==> src/rtl/peripheral_uart_pkg.sv <==
// Shared definitions for the UART receive path: FSM state encodings,
// line-control bit positions and the parity helper.
package peripheral_uart_pkg;

   localparam int UART_FIFO_REC_WIDTH = 11;

   localparam int UART_LC_BITS_LO = 0;
   localparam int UART_LC_BITS_HI = 1;
   localparam int UART_LC_SB      = 2;
   localparam int UART_LC_PE      = 3;
   localparam int UART_LC_EP      = 4;
   localparam int UART_LC_SP      = 5;

   typedef enum logic [2:0] {
      r_idle         = 3'd0,
      r_center_start = 3'd1,
      r_rec_bit      = 3'd2,
      r_rec_parity   = 3'd3,
      r_rec_stop     = 3'd4,
      r_push         = 3'd5
   } rstate_e;

   // Expected parity bit for the received data under {EP,SP}.
   function automatic logic uart_parity_exp(input logic [7:0] data,
                                            input logic ep,
                                            input logic sp);
      logic p;
      case ({ep, sp})
         2'b00:   p = ~^data;
         2'b01:   p = 1'b1;
         2'b10:   p = ^data;
         2'b11:   p = 1'b0;
         default: p = 1'b0;
      endcase
      return p;
   endfunction

endpackage

==> src/rtl/peripheral_uart_rfifo_wb.sv <==
// RX FIFO holding {data, parity_err, framing_err, break} records, with sticky
// overrun and an error summary over the currently valid entries.
module peripheral_uart_rfifo_wb
   import peripheral_uart_pkg::*;
#(
   parameter int FIFO_DEPTH     = 16,
   parameter int FIFO_POINTER_W = 4,
   parameter int FIFO_COUNTER_W = 5
)(
   input  logic                           clk,
   input  logic                           wb_rst_i,
   input  logic [UART_FIFO_REC_WIDTH-1:0] data_in,
   input  logic                           push,
   input  logic                           pop,
   input  logic                           fifo_reset,
   input  logic                           reset_status,
   output logic [UART_FIFO_REC_WIDTH-1:0] data_out,
   output logic                           overrun,
   output logic [FIFO_COUNTER_W-1:0]      count,
   output logic                           error_bit
);

   localparam logic [FIFO_COUNTER_W-1:0] FULL_COUNT = FIFO_COUNTER_W'(FIFO_DEPTH);
   localparam logic [FIFO_COUNTER_W-1:0] COUNT_ONE  = FIFO_COUNTER_W'(1);
   localparam logic [FIFO_POINTER_W-1:0] PTR_ONE    = FIFO_POINTER_W'(1);

   logic [UART_FIFO_REC_WIDTH-1:0] mem_q [FIFO_DEPTH];
   logic [UART_FIFO_REC_WIDTH-1:0] mem_d [FIFO_DEPTH];
   logic [FIFO_POINTER_W-1:0]      wr_ptr_q, wr_ptr_d, rd_ptr_q, rd_ptr_d, idx_s;
   logic [FIFO_COUNTER_W-1:0]      count_q, count_d;
   logic [UART_FIFO_REC_WIDTH-1:0] head_q, head_d;
   logic                           overrun_q, overrun_d, error_q, error_d;
   logic                           full_s, do_push_s, do_pop_s;

   // Next-state of storage, pointers, count and status.
   always_comb begin
      full_s    = (count_q == FULL_COUNT);
      do_pop_s  = pop & (count_q != '0) & ~fifo_reset;
      do_push_s = push & ~fifo_reset & (~full_s | do_pop_s);

      mem_d = mem_q;
      mem_d[wr_ptr_q] = do_push_s ? data_in : mem_q[wr_ptr_q];

      wr_ptr_d = fifo_reset ? '0 : (do_push_s ? wr_ptr_q + PTR_ONE : wr_ptr_q);
      rd_ptr_d = fifo_reset ? '0 : (do_pop_s  ? rd_ptr_q + PTR_ONE : rd_ptr_q);

      case ({fifo_reset, do_push_s, do_pop_s})
         3'b010:  count_d = count_q + COUNT_ONE;
         3'b001:  count_d = count_q - COUNT_ONE;
         3'b100, 3'b101, 3'b110, 3'b111: count_d = '0;
         default: count_d = count_q;
      endcase

      if (push & full_s & ~do_pop_s & ~fifo_reset) begin
         overrun_d = 1'b1;
      end else if (reset_status) begin
         overrun_d = 1'b0;
      end else begin
         overrun_d = overrun_q;
      end

      head_d  = mem_d[rd_ptr_d];
      idx_s   = rd_ptr_d;
      error_d = 1'b0;
      for (int i = 0; i < FIFO_DEPTH; i++) begin
         idx_s   = rd_ptr_d + FIFO_POINTER_W'(i);
         error_d = error_d | ((FIFO_COUNTER_W'(i) < count_d) & (|mem_d[idx_s][2:0]));
      end
   end

   // State registers.
   always_ff @(posedge clk or posedge wb_rst_i) begin
      if (wb_rst_i) begin
         mem_q     <= '{default: '0};
         wr_ptr_q  <= '0;
         rd_ptr_q  <= '0;
         count_q   <= '0;
         head_q    <= '0;
         overrun_q <= 1'b0;
         error_q   <= 1'b0;
      end else begin
         mem_q     <= mem_d;
         wr_ptr_q  <= wr_ptr_d;
         rd_ptr_q  <= rd_ptr_d;
         count_q   <= count_d;
         head_q    <= head_d;
         overrun_q <= overrun_d;
         error_q   <= error_d;
      end
   end

   assign data_out  = head_q;
   assign overrun   = overrun_q;
   assign count     = count_q;
   assign error_bit = error_q;

endmodule

==> src/rtl/peripheral_uart_receiver_wb.sv <==
// UART receive half: synchronises srx, deframes characters on the 16x tick,
// pushes them with error flags into the RX FIFO and runs the character timeout.
module peripheral_uart_receiver_wb
   import peripheral_uart_pkg::*;
#(
   parameter int SIM            = 0,
   parameter int FIFO_DEPTH     = 16,
   parameter int FIFO_POINTER_W = 4,
   parameter int FIFO_COUNTER_W = 5
)(
   input  logic                           clk,
   input  logic                           wb_rst_i,
   input  logic [7:0]                     lcr,
   input  logic                           srx_pad_i,
   input  logic                           enable,
   input  logic                           rf_pop,
   input  logic                           rx_reset,
   input  logic                           lsr_mask,
   input  logic [9:0]                     toc_value,
   output logic [UART_FIFO_REC_WIDTH-1:0] rf_data_out,
   output logic [FIFO_COUNTER_W-1:0]      rf_count,
   output logic                           rf_overrun,
   output logic                           rf_error_bit,
   output logic [2:0]                     rstate,
   output logic [9:0]                     counter_t,
   output logic                           break_det
);

   localparam logic SIM_TICK = (SIM != 0);

   rstate_e                        state_q;
   logic                           srx_meta_q, srx_q;
   logic [3:0]                     tick_cnt_q;
   logic [2:0]                     bit_cnt_q;
   logic [7:0]                     data_q;
   logic                           parity_err_q, brk_q, break_det_q, push_q;
   logic [UART_FIFO_REC_WIDTH-1:0] push_data_q;
   logic [9:0]                     counter_t_q, counter_t_d;
   logic                           tick_s, brk_s, unused_s;
   logic [2:0]                     last_bit_s;

   assign tick_s     = enable | SIM_TICK;
   assign last_bit_s = 3'd4 + {1'b0, lcr[UART_LC_BITS_HI:UART_LC_BITS_LO]};
   assign brk_s      = (data_q == 8'h00) & ~srx_q;
   assign unused_s   = ^{lcr[7:6], lcr[UART_LC_SB]};

   // Two-flop synchroniser; idle line level is high.
   always_ff @(posedge clk or posedge wb_rst_i) begin
      if (wb_rst_i) begin
         srx_meta_q <= 1'b1;
         srx_q      <= 1'b1;
      end else begin
         srx_meta_q <= srx_pad_i;
         srx_q      <= srx_meta_q;
      end
   end

   // Deframing FSM; only r_push advances without a tick.
   always_ff @(posedge clk or posedge wb_rst_i) begin
      if (wb_rst_i) begin
         state_q      <= r_idle;
         tick_cnt_q   <= 4'd0;
         bit_cnt_q    <= 3'd0;
         data_q       <= 8'h00;
         parity_err_q <= 1'b0;
         brk_q        <= 1'b0;
         break_det_q  <= 1'b0;
         push_q       <= 1'b0;
         push_data_q  <= '0;
      end else begin
         push_q <= 1'b0;
         case (state_q)
            r_idle: begin
               if (tick_s) begin
                  if (break_det_q) begin
                     if (srx_q) break_det_q <= 1'b0;
                  end else if (!srx_q) begin
                     tick_cnt_q <= 4'd7;
                     state_q    <= r_center_start;
                  end
               end
            end
            r_center_start: begin
               if (tick_s) begin
                  if (tick_cnt_q != 4'd0) begin
                     tick_cnt_q <= tick_cnt_q - 4'd1;
                  end else if (srx_q) begin
                     state_q <= r_idle;
                  end else begin
                     tick_cnt_q   <= 4'd15;
                     bit_cnt_q    <= 3'd0;
                     data_q       <= 8'h00;
                     parity_err_q <= 1'b0;
                     state_q      <= r_rec_bit;
                  end
               end
            end
            r_rec_bit: begin
               if (tick_s) begin
                  if (tick_cnt_q != 4'd0) begin
                     tick_cnt_q <= tick_cnt_q - 4'd1;
                  end else begin
                     data_q[bit_cnt_q] <= srx_q;
                     tick_cnt_q        <= 4'd15;
                     bit_cnt_q         <= bit_cnt_q + 3'd1;
                     if (bit_cnt_q == last_bit_s) begin
                        state_q <= lcr[UART_LC_PE] ? r_rec_parity : r_rec_stop;
                     end
                  end
               end
            end
            r_rec_parity: begin
               if (tick_s) begin
                  if (tick_cnt_q != 4'd0) begin
                     tick_cnt_q <= tick_cnt_q - 4'd1;
                  end else begin
                     parity_err_q <= srx_q != uart_parity_exp(data_q, lcr[UART_LC_EP],
                                                              lcr[UART_LC_SP]);
                     tick_cnt_q   <= 4'd15;
                     state_q      <= r_rec_stop;
                  end
               end
            end
            r_rec_stop: begin
               if (tick_s) begin
                  if (tick_cnt_q != 4'd0) begin
                     tick_cnt_q <= tick_cnt_q - 4'd1;
                  end else begin
                     push_q      <= 1'b1;
                     brk_q       <= brk_s;
                     push_data_q <= brk_s ? {8'h00, 1'b0, 1'b1, 1'b1}
                                          : {data_q, parity_err_q, ~srx_q, 1'b0};
                     state_q     <= r_push;
                  end
               end
            end
            r_push: begin
               break_det_q <= brk_q;
               state_q     <= r_idle;
            end
            default: state_q <= r_idle;
         endcase
      end
   end

   // Character timeout: reload on FIFO activity or when empty, else count ticks down.
   always_comb begin
      if (push_q | rf_pop | (rf_count == '0)) begin
         counter_t_d = toc_value;
      end else if (tick_s && (counter_t_q != 10'd0)) begin
         counter_t_d = counter_t_q - 10'd1;
      end else begin
         counter_t_d = counter_t_q;
      end
   end

   // Timeout register.
   always_ff @(posedge clk or posedge wb_rst_i) begin
      if (wb_rst_i) begin
         counter_t_q <= 10'h3FF;
      end else begin
         counter_t_q <= counter_t_d;
      end
   end

   peripheral_uart_rfifo_wb #(
      .FIFO_DEPTH     (FIFO_DEPTH),
      .FIFO_POINTER_W (FIFO_POINTER_W),
      .FIFO_COUNTER_W (FIFO_COUNTER_W)
   ) u_rfifo (
      .clk          (clk),
      .wb_rst_i     (wb_rst_i),
      .data_in      (push_data_q),
      .push         (push_q),
      .pop          (rf_pop),
      .fifo_reset   (rx_reset),
      .reset_status (lsr_mask),
      .data_out     (rf_data_out),
      .overrun      (rf_overrun),
      .count        (rf_count),
      .error_bit    (rf_error_bit)
   );

   assign rstate    = state_q;
   assign counter_t = counter_t_q;
   assign break_det = break_det_q;

endmodule

==> config.mk <==
export PLATFORM = sky130hd
export DESIGN_NAME = peripheral_uart_receiver_wb
export DESIGN_NICKNAME = d
export VERILOG_FILES = /design/src/rtl/peripheral_uart_pkg.sv /design/src/rtl/peripheral_uart_rfifo_wb.sv /design/src/rtl/peripheral_uart_receiver_wb.sv
export SDC_FILE = /design/constraint.sdc
export NUM_CORES = 1
export LEC_CHECK = 0
export CORE_MARGIN = 2
export CORE_UTILIZATION = 40
export CTS_BUF_LIST = sky130_fd_sc_hd__clkbuf_4
export DETAILED_ROUTE_END_ITERATION = 16
export PLACE_DENSITY = 0.6
export SLEW_MARGIN = 30
export SYNTH_ARGS = -nofsm -noshare
export SYNTH_HDL_FRONTEND = slang
export SYNTH_HIERARCHICAL = 1
export SYNTH_SLANG_ARGS = --single-unit
==> constraint.sdc <==
create_clock -name clk -period 7.91 [get_ports clk]
set_input_delay 1.1865 -clock clk [delete_from_list [all_inputs] [get_ports clk]]
set_output_delay 1.1865 -clock clk [all_outputs]
set_load 0.005 [all_outputs]
* Word level (Yosys, flattened, before mapping)
Index checks and enable logic that the tools add are counted.
** Operators by class
- $add $sub $neg :: 23
- $lt $le $gt $ge :: 36
- Eq/ne operators :: 33
- Mux-type cells :: 123
- Bitwise gates (word level) :: 64
- Reductions and logical operators :: 43
** Operators by type and width (count)
- $bmux W11 S4 :: 17
- $bwmux W176 :: 1
- $mux W3 :: 48
- $ge A5 B5 Y1 const B :: 17
- $not A4 Y5 :: 17
- $mux W11 :: 7
- $mux W4 :: 14
- $reduce_or A3 Y1 :: 16
- $demux W11 S4 :: 1
- $lt A4 B5 Y1 const A :: 8
- $mux W8 :: 5
- $add A4 B4 Y4 const B :: 8
- $ne A2 B2 Y1 const B :: 14
- $and A1 B1 Y1 :: 24
- $lt A3 B5 Y1 const A :: 4
- $mux W10 :: 2
- $eq A3 B3 Y1 const B :: 6
- $or A1 B1 Y1 :: 18
- $mux W1 :: 17
- $add A4 B3 Y4 const B :: 4
- $pmux W4 S4 :: 1
- $pmux W8 S2 :: 1
- $pmux W3 S5 :: 1
- $pmux W5 S3 :: 1
- other kinds (47) :: 70
** Storage, ports and cells
- Register bits after elaboration :: 247
- Input port bits :: 25
- Logic and storage cells :: 356

* Depth between registers and ports, before layout
- Word-level depth :: 27
- Mapped depth :: 20
- Gate-level depth less buffers :: 15

* Hierarchy
Netlist, hierarchy kept.
** By module, submodules not included
- peripheral_uart_rfifo_wb :: times used 1, cells an instance 1421, area each 13098.8 µm², seq. area each 5054.8 µm²
- peripheral_uart_receiver_wb :: times used 1, cells an instance 289, area each 2527.4 µm², seq. area each 1116.1 µm²

* Worst setup path before layout
No wires, ideal clock.
- Kind :: input -> register
- Start point :: in rf_pop
- End point :: reg u_rfifo.error_q (netlist: u_rfifo/error_bit)
- Library setup time :: 0.138 ns
- Data arrival time :: 5.021 ns
- Data required time :: 7.772 ns
- Slack :: 2.751 ns
- Stages on the path :: 15
- Path buffers :: 4
- Cells stage by stage :: clkbuf_1 -> a21boi_1 -> mux2i_1 -> clkbuf_1 -> clkbuf_1 -> clkbuf_1 -> ha_1 -> xnor2_1 -> mux4_2 -> inv_1 -> a31o_1 -> mux2i_1 -> a211o_1 -> a2111oi_2 -> nand4b_1
** Between the ends
- Longest elaborated chain between the ends :: 26
** Ends and longest elaborated chain
- from (decl) :: line peripheral_uart_receiver_wb.sv:16 : input logic rf_pop,
- $and A1 B1 Y1 * (2 in a row) :: line peripheral_uart_rfifo_wb.sv:38 : do_pop_s = pop & (count_q != '0) & ~fifo_reset;
- $mux W4 or $or A1 B1 Y1 (tied branches) :: line peripheral_uart_rfifo_wb.sv:45, peripheral_uart_rfifo_wb.sv:39
- $mux W4 or $and A1 B1 Y1 (tied branches) :: line peripheral_uart_rfifo_wb.sv:45, peripheral_uart_rfifo_wb.sv:39
- $add A4 B1 Y4 or $mux W11 (tied branches) :: line peripheral_uart_rfifo_wb.sv:66, peripheral_uart_rfifo_wb.sv:42
- $not A4 Y5 (implied by the code) or $bwmux W176 (tied branches) :: line peripheral_uart_rfifo_wb.sv:67, peripheral_uart_rfifo_wb.sv:42
- $bmux W11 S4 :: line peripheral_uart_rfifo_wb.sv:67 : error_d = error_d | ((FIFO_COUNTER_W'(i) < count_d) & (|mem_d[idx_s][2:0]));
- $mux W3 (implied by the code) or $mux W11 (tied branches) (2 in a row)
- $reduce_or A3 Y1 :: line peripheral_uart_rfifo_wb.sv:67
- $and A1 B1 Y1 :: line peripheral_uart_rfifo_wb.sv:67
- $or A1 B1 Y1 (14 in a row) :: line peripheral_uart_rfifo_wb.sv:67
- $or A1 B1 Y1 * :: line peripheral_uart_rfifo_wb.sv:67
- named net u_rfifo.error_d :: line peripheral_uart_rfifo_wb.sv:32 : logic overrun_q, overrun_d, error_q, error_d;
- to (signal assigned) :: line peripheral_uart_rfifo_wb.sv:88 : error_q <= error_d;
- to (decl) :: line peripheral_uart_rfifo_wb.sv:32
Mark *: on every way through the listed nets, which the timed path passes. The rest lies on a longest branch. The select of a mux whose other input is x is not followed.
A chain may end at the register's enable or synchronous reset.

* Worst setup path after layout
- Start point :: reg u_rfifo.count_q[1] (netlist: u_rfifo/count[1])
- End point :: reg u_rfifo.error_q (netlist: u_rfifo/error_bit)
** Between the ends
- Longest elaborated chain between the ends :: 27
** Ends and longest elaborated chain
- from (decl) :: line peripheral_uart_rfifo_wb.sv:30 : logic [FIFO_COUNTER_W-1:0] count_q, count_d;
- from (signal assigned) :: line peripheral_uart_rfifo_wb.sv:85 : count_q <= count_d;
- $reduce_bool A5 Y1 :: line peripheral_uart_rfifo_wb.sv:38
- $and A1 B1 Y1 (2 in a row) :: line peripheral_uart_rfifo_wb.sv:38
- $mux W4 or $or A1 B1 Y1 (tied branches) :: line peripheral_uart_rfifo_wb.sv:45, peripheral_uart_rfifo_wb.sv:39
- $mux W4 or $and A1 B1 Y1 (tied branches) :: line peripheral_uart_rfifo_wb.sv:45, peripheral_uart_rfifo_wb.sv:39
- $add A4 B1 Y4 or $mux W11 (tied branches) :: line peripheral_uart_rfifo_wb.sv:66, peripheral_uart_rfifo_wb.sv:42
- $not A4 Y5 (implied by the code) or $bwmux W176 (tied branches) :: line peripheral_uart_rfifo_wb.sv:67, peripheral_uart_rfifo_wb.sv:42
- $bmux W11 S4 :: line peripheral_uart_rfifo_wb.sv:67
- $mux W3 (implied by the code) or $mux W11 (tied branches) (2 in a row)
- $reduce_or A3 Y1 :: line peripheral_uart_rfifo_wb.sv:67
- $and A1 B1 Y1 :: line peripheral_uart_rfifo_wb.sv:67
- $or A1 B1 Y1 (14 in a row) :: line peripheral_uart_rfifo_wb.sv:67
- $or A1 B1 Y1 * :: line peripheral_uart_rfifo_wb.sv:67
- named net u_rfifo.error_d :: line peripheral_uart_rfifo_wb.sv:32
Marked as above.

==> impl_metrics.env <==
export IMPL_outcome="finished, final reports clean"
export IMPL_wirelength_mm=49.1
export IMPL_yosysSeqAreaShare=0.395
export IMPL_start_kind="flop"
export IMPL_clockBufferDepth=3
export IMPL_routed_via_density=6.00
export IMPL_path_clk_slew_ps=70
export IMPL_gp_routability_congestion=0.927
export IMPL_swShare=0.383
export IMPL_chipHeight_um=202
export IMPL_wl_met3_mm=3.42
export IMPL_cts_made_buffers=73
export IMPL_post_cts_buffers=0
export IMPL_worstHoldPathType="flop to flop"
export IMPL_fmaxAchievable_mhz=166
export IMPL_critPathMaxFanout=43
export IMPL_io_pins=57
export IMPL_grt_max_degree=136
export IMPL_syn_area_per_cell_um2=9.14
export IMPL_dp_hpwl_mm=31.4
export IMPL_clockRootBuffer="clkbuf_4"
export IMPL_nets=1779
export IMPL_peakVddDrop_v=0.000119
export IMPL_synth_area_um2=15600
export IMPL_slew_viol_final=0
export IMPL_top_layer="met4"
export IMPL_final_common_cell="nand2_1"
export IMPL_area_growth_pct=11.8
export IMPL_die_w_um=202
export IMPL_fin_crit_ps=6030
export IMPL_vias=13800
export IMPL_cts_resized=0
export IMPL_met2_length_mm=23.2
export IMPL_drtIter0Drc=1291
export IMPL_gr_usage_all_layers=0.242
export IMPL_synth_fp_nets=1756
export IMPL_route_antenna_remaining_nets=0
export IMPL_synthFlopType="dfrtp_1"
export IMPL_p_leak_uw=0.00722
export IMPL_p_sw_uw=1710
export IMPL_grt_overflow=0
export IMPL_cts_tree="yes"
export IMPL_clk_latency_ps=760
export IMPL_power_density_nw_per_um2=255
export IMPL_critPathKind="flop to flop"
export IMPL_synthCells=1710
export IMPL_fin_tns_setup_ps=0
export IMPL_final_cell_mix="nand2_1, dfrtp_1, o21ai_0"
export IMPL_die_area_um2=40700
export IMPL_finalPower_uw=4450
export IMPL_synth_edff_count=0
export IMPL_fin_crit_sh=0.762
export IMPL_synth_largest_area_cell="dfrtp_1"
export IMPL_rsz0062_at_grt="no"
export IMPL_synth_seq_cells=246
export IMPL_wl_met1_mm=20.5
export IMPL_drive_above_1_share=0.159
export IMPL_cts_hold_repair_buffers=0
export IMPL_grt_antenna_before_repair=1
export IMPL_worst_slew_pin_slew_ps=982
export IMPL_start_util=0.404
export IMPL_yosysTopAreaCellShare=0.375
export IMPL_p_seq_frac=0.342
export IMPL_route_detailed_drc=0
export IMPL_core_area_um2=38600
export IMPL_drtPass1Iterations=5
export IMPL_grt_pass1_wl_mm=77.1
export IMPL_wl_per_cell_um=21.3
export IMPL_crit_required_ps=8500
export IMPL_yosysWarnings=6
export IMPL_synth_distinct_cells=103
export IMPL_row_count=72
export IMPL_p_int_uw=2740
export IMPL_slew_headroom=0.344
export IMPL_synthTopCellsByArea="dfrtp_1, nand2_1, mux4_2"
export IMPL_worstSetupEndpointType="flop"
export IMPL_setup_viol=0
export IMPL_grt_pass1_vias=13700
export IMPL_p_clk_frac=0.285
export IMPL_cts_sinks=246
export IMPL_synthArstFlopShare=1.00
export IMPL_combinationalPowerShare=0.373
export IMPL_hold_viol=0
export IMPL_skew_ps=72.8
export IMPL_numPortBuffers=53
export IMPL_htree_levels=3
export IMPL_worstPathArrival_ps=6620
export IMPL_maxCapViolations=0
==> registers in the layout (all words and copies together), names as in the netlist, 3 cells and up <==
name	flops
push_data_q	11
u_rfifo/wr_ptr_q	4
data_q	8
bit_cnt_q	3
rstate	3
tick_cnt_q	4
u_rfifo/rd_ptr_q	4
u_rfifo/count	5
u_rfifo/mem_q	176
counter_t	10
u_rfifo/data_out	11
==> metrics by stage <==
step                utilization  cells  cell area [um^2]  hold WS (ps)  worst slack [ps]
floorplan                     -   1710             15600           345              1210
global placement          0.426   2175             16500           346              1510
detailed placement        0.427   2175             16500           347              1510
CTS                       0.452   2304             17400           358              2050
global route              0.452   2307             17500           359              1690
finish                    0.452   2307             17500           356              1880
==> synthesized netlist by cell type (30+ instances only) <==
library cell  count
a211oi_1         41
a21oi_1          52
o21ai_0         171
nand2_1         345
inv_1            40
a311oi_1         30
dfrtp_1         234
mux2i_1          42
nor3_1           31
clkbuf_1         86
nor2_1           69
mux4_2           54
nand3_1          39
o21ai_1          30
==> cells by family after synthesis <==
family                   share of synthesized area
AO/OA/AOI/OAI                                0.208
flip-flops                                   0.395
buffers and inverters                       0.0476
XOR/XNOR                                    0.0168
adder cells (fa/ha/maj)                     0.0168
multiplexers                                 0.126
AND/OR/NAND/NOR                              0.190
==> power by group through the flow <==
| stage | Clock [uW] | Combinational (uW) | Sequential, uW |
|---|---|---|---|
| 6_report | 1270 | 1660 | 1520 |
| 5_1_grt | 1370 | 1810 | 1540 |
| 4_1_cts | 1310 | 1650 | 1520 |
| 3_5_place_dp | 0 | 1630 | 1540 |
| 3_3_place_gp | 0 | 1610 | 1540 |
| 2_1_floorplan | 0 | 1200 | 1500 |
==> per-layer routing <==
layer | vias up | track usage
met5 | - | 0
met4 | 0 | 0.105
met3 | 137 | 0.0497
met2 | 537 | 0.391
met1 | 6787 | 0.315
li1 | 6377 | -
==> area by class of cell <==
type | instances | area (um^2)
fill | 3730 | 21200
multi-input combinational | 1285 | 8760
sequential | 246 | 6170
clock buffer | 104 | 781
timing repair buffer | 83 | 759
tap | 518 | 648
inverter | 44 | 180
clock inverter | 25 | 166
antenna | 2 | 5.00
==> final timing paths <==
check,startpoint,to,slack [ps],depth (start not counted)
worst min-delay path,srx_meta_q,srx_q,360,0
max in group asynchronous,wb_rst_i,u_rfifo/mem_q[83],5420,3
worst max register to register,u_rfifo/count[1],u_rfifo/error_bit,1880,11
min in group asynchronous,wb_rst_i,u_rfifo/overrun,1020,2
worst min register to register,srx_meta_q,srx_q,360,0
worst max-delay path,u_rfifo/count[1],u_rfifo/error_bit,1880,11
==> worst max-delay path, stage by stage (launching register included) <==
cell      delay, ps
dfrtp_1         550
or4_1           950
mux2_4          460
nor2_4          570
clkinv_2        910
o32ai_1         980
mux2_1          300
mux2i_1          80
o2bb2a_1        300
a2111o_1        400
a311oi_1        200
nand4b_1        130
Power figures use the tool's default switching activity.
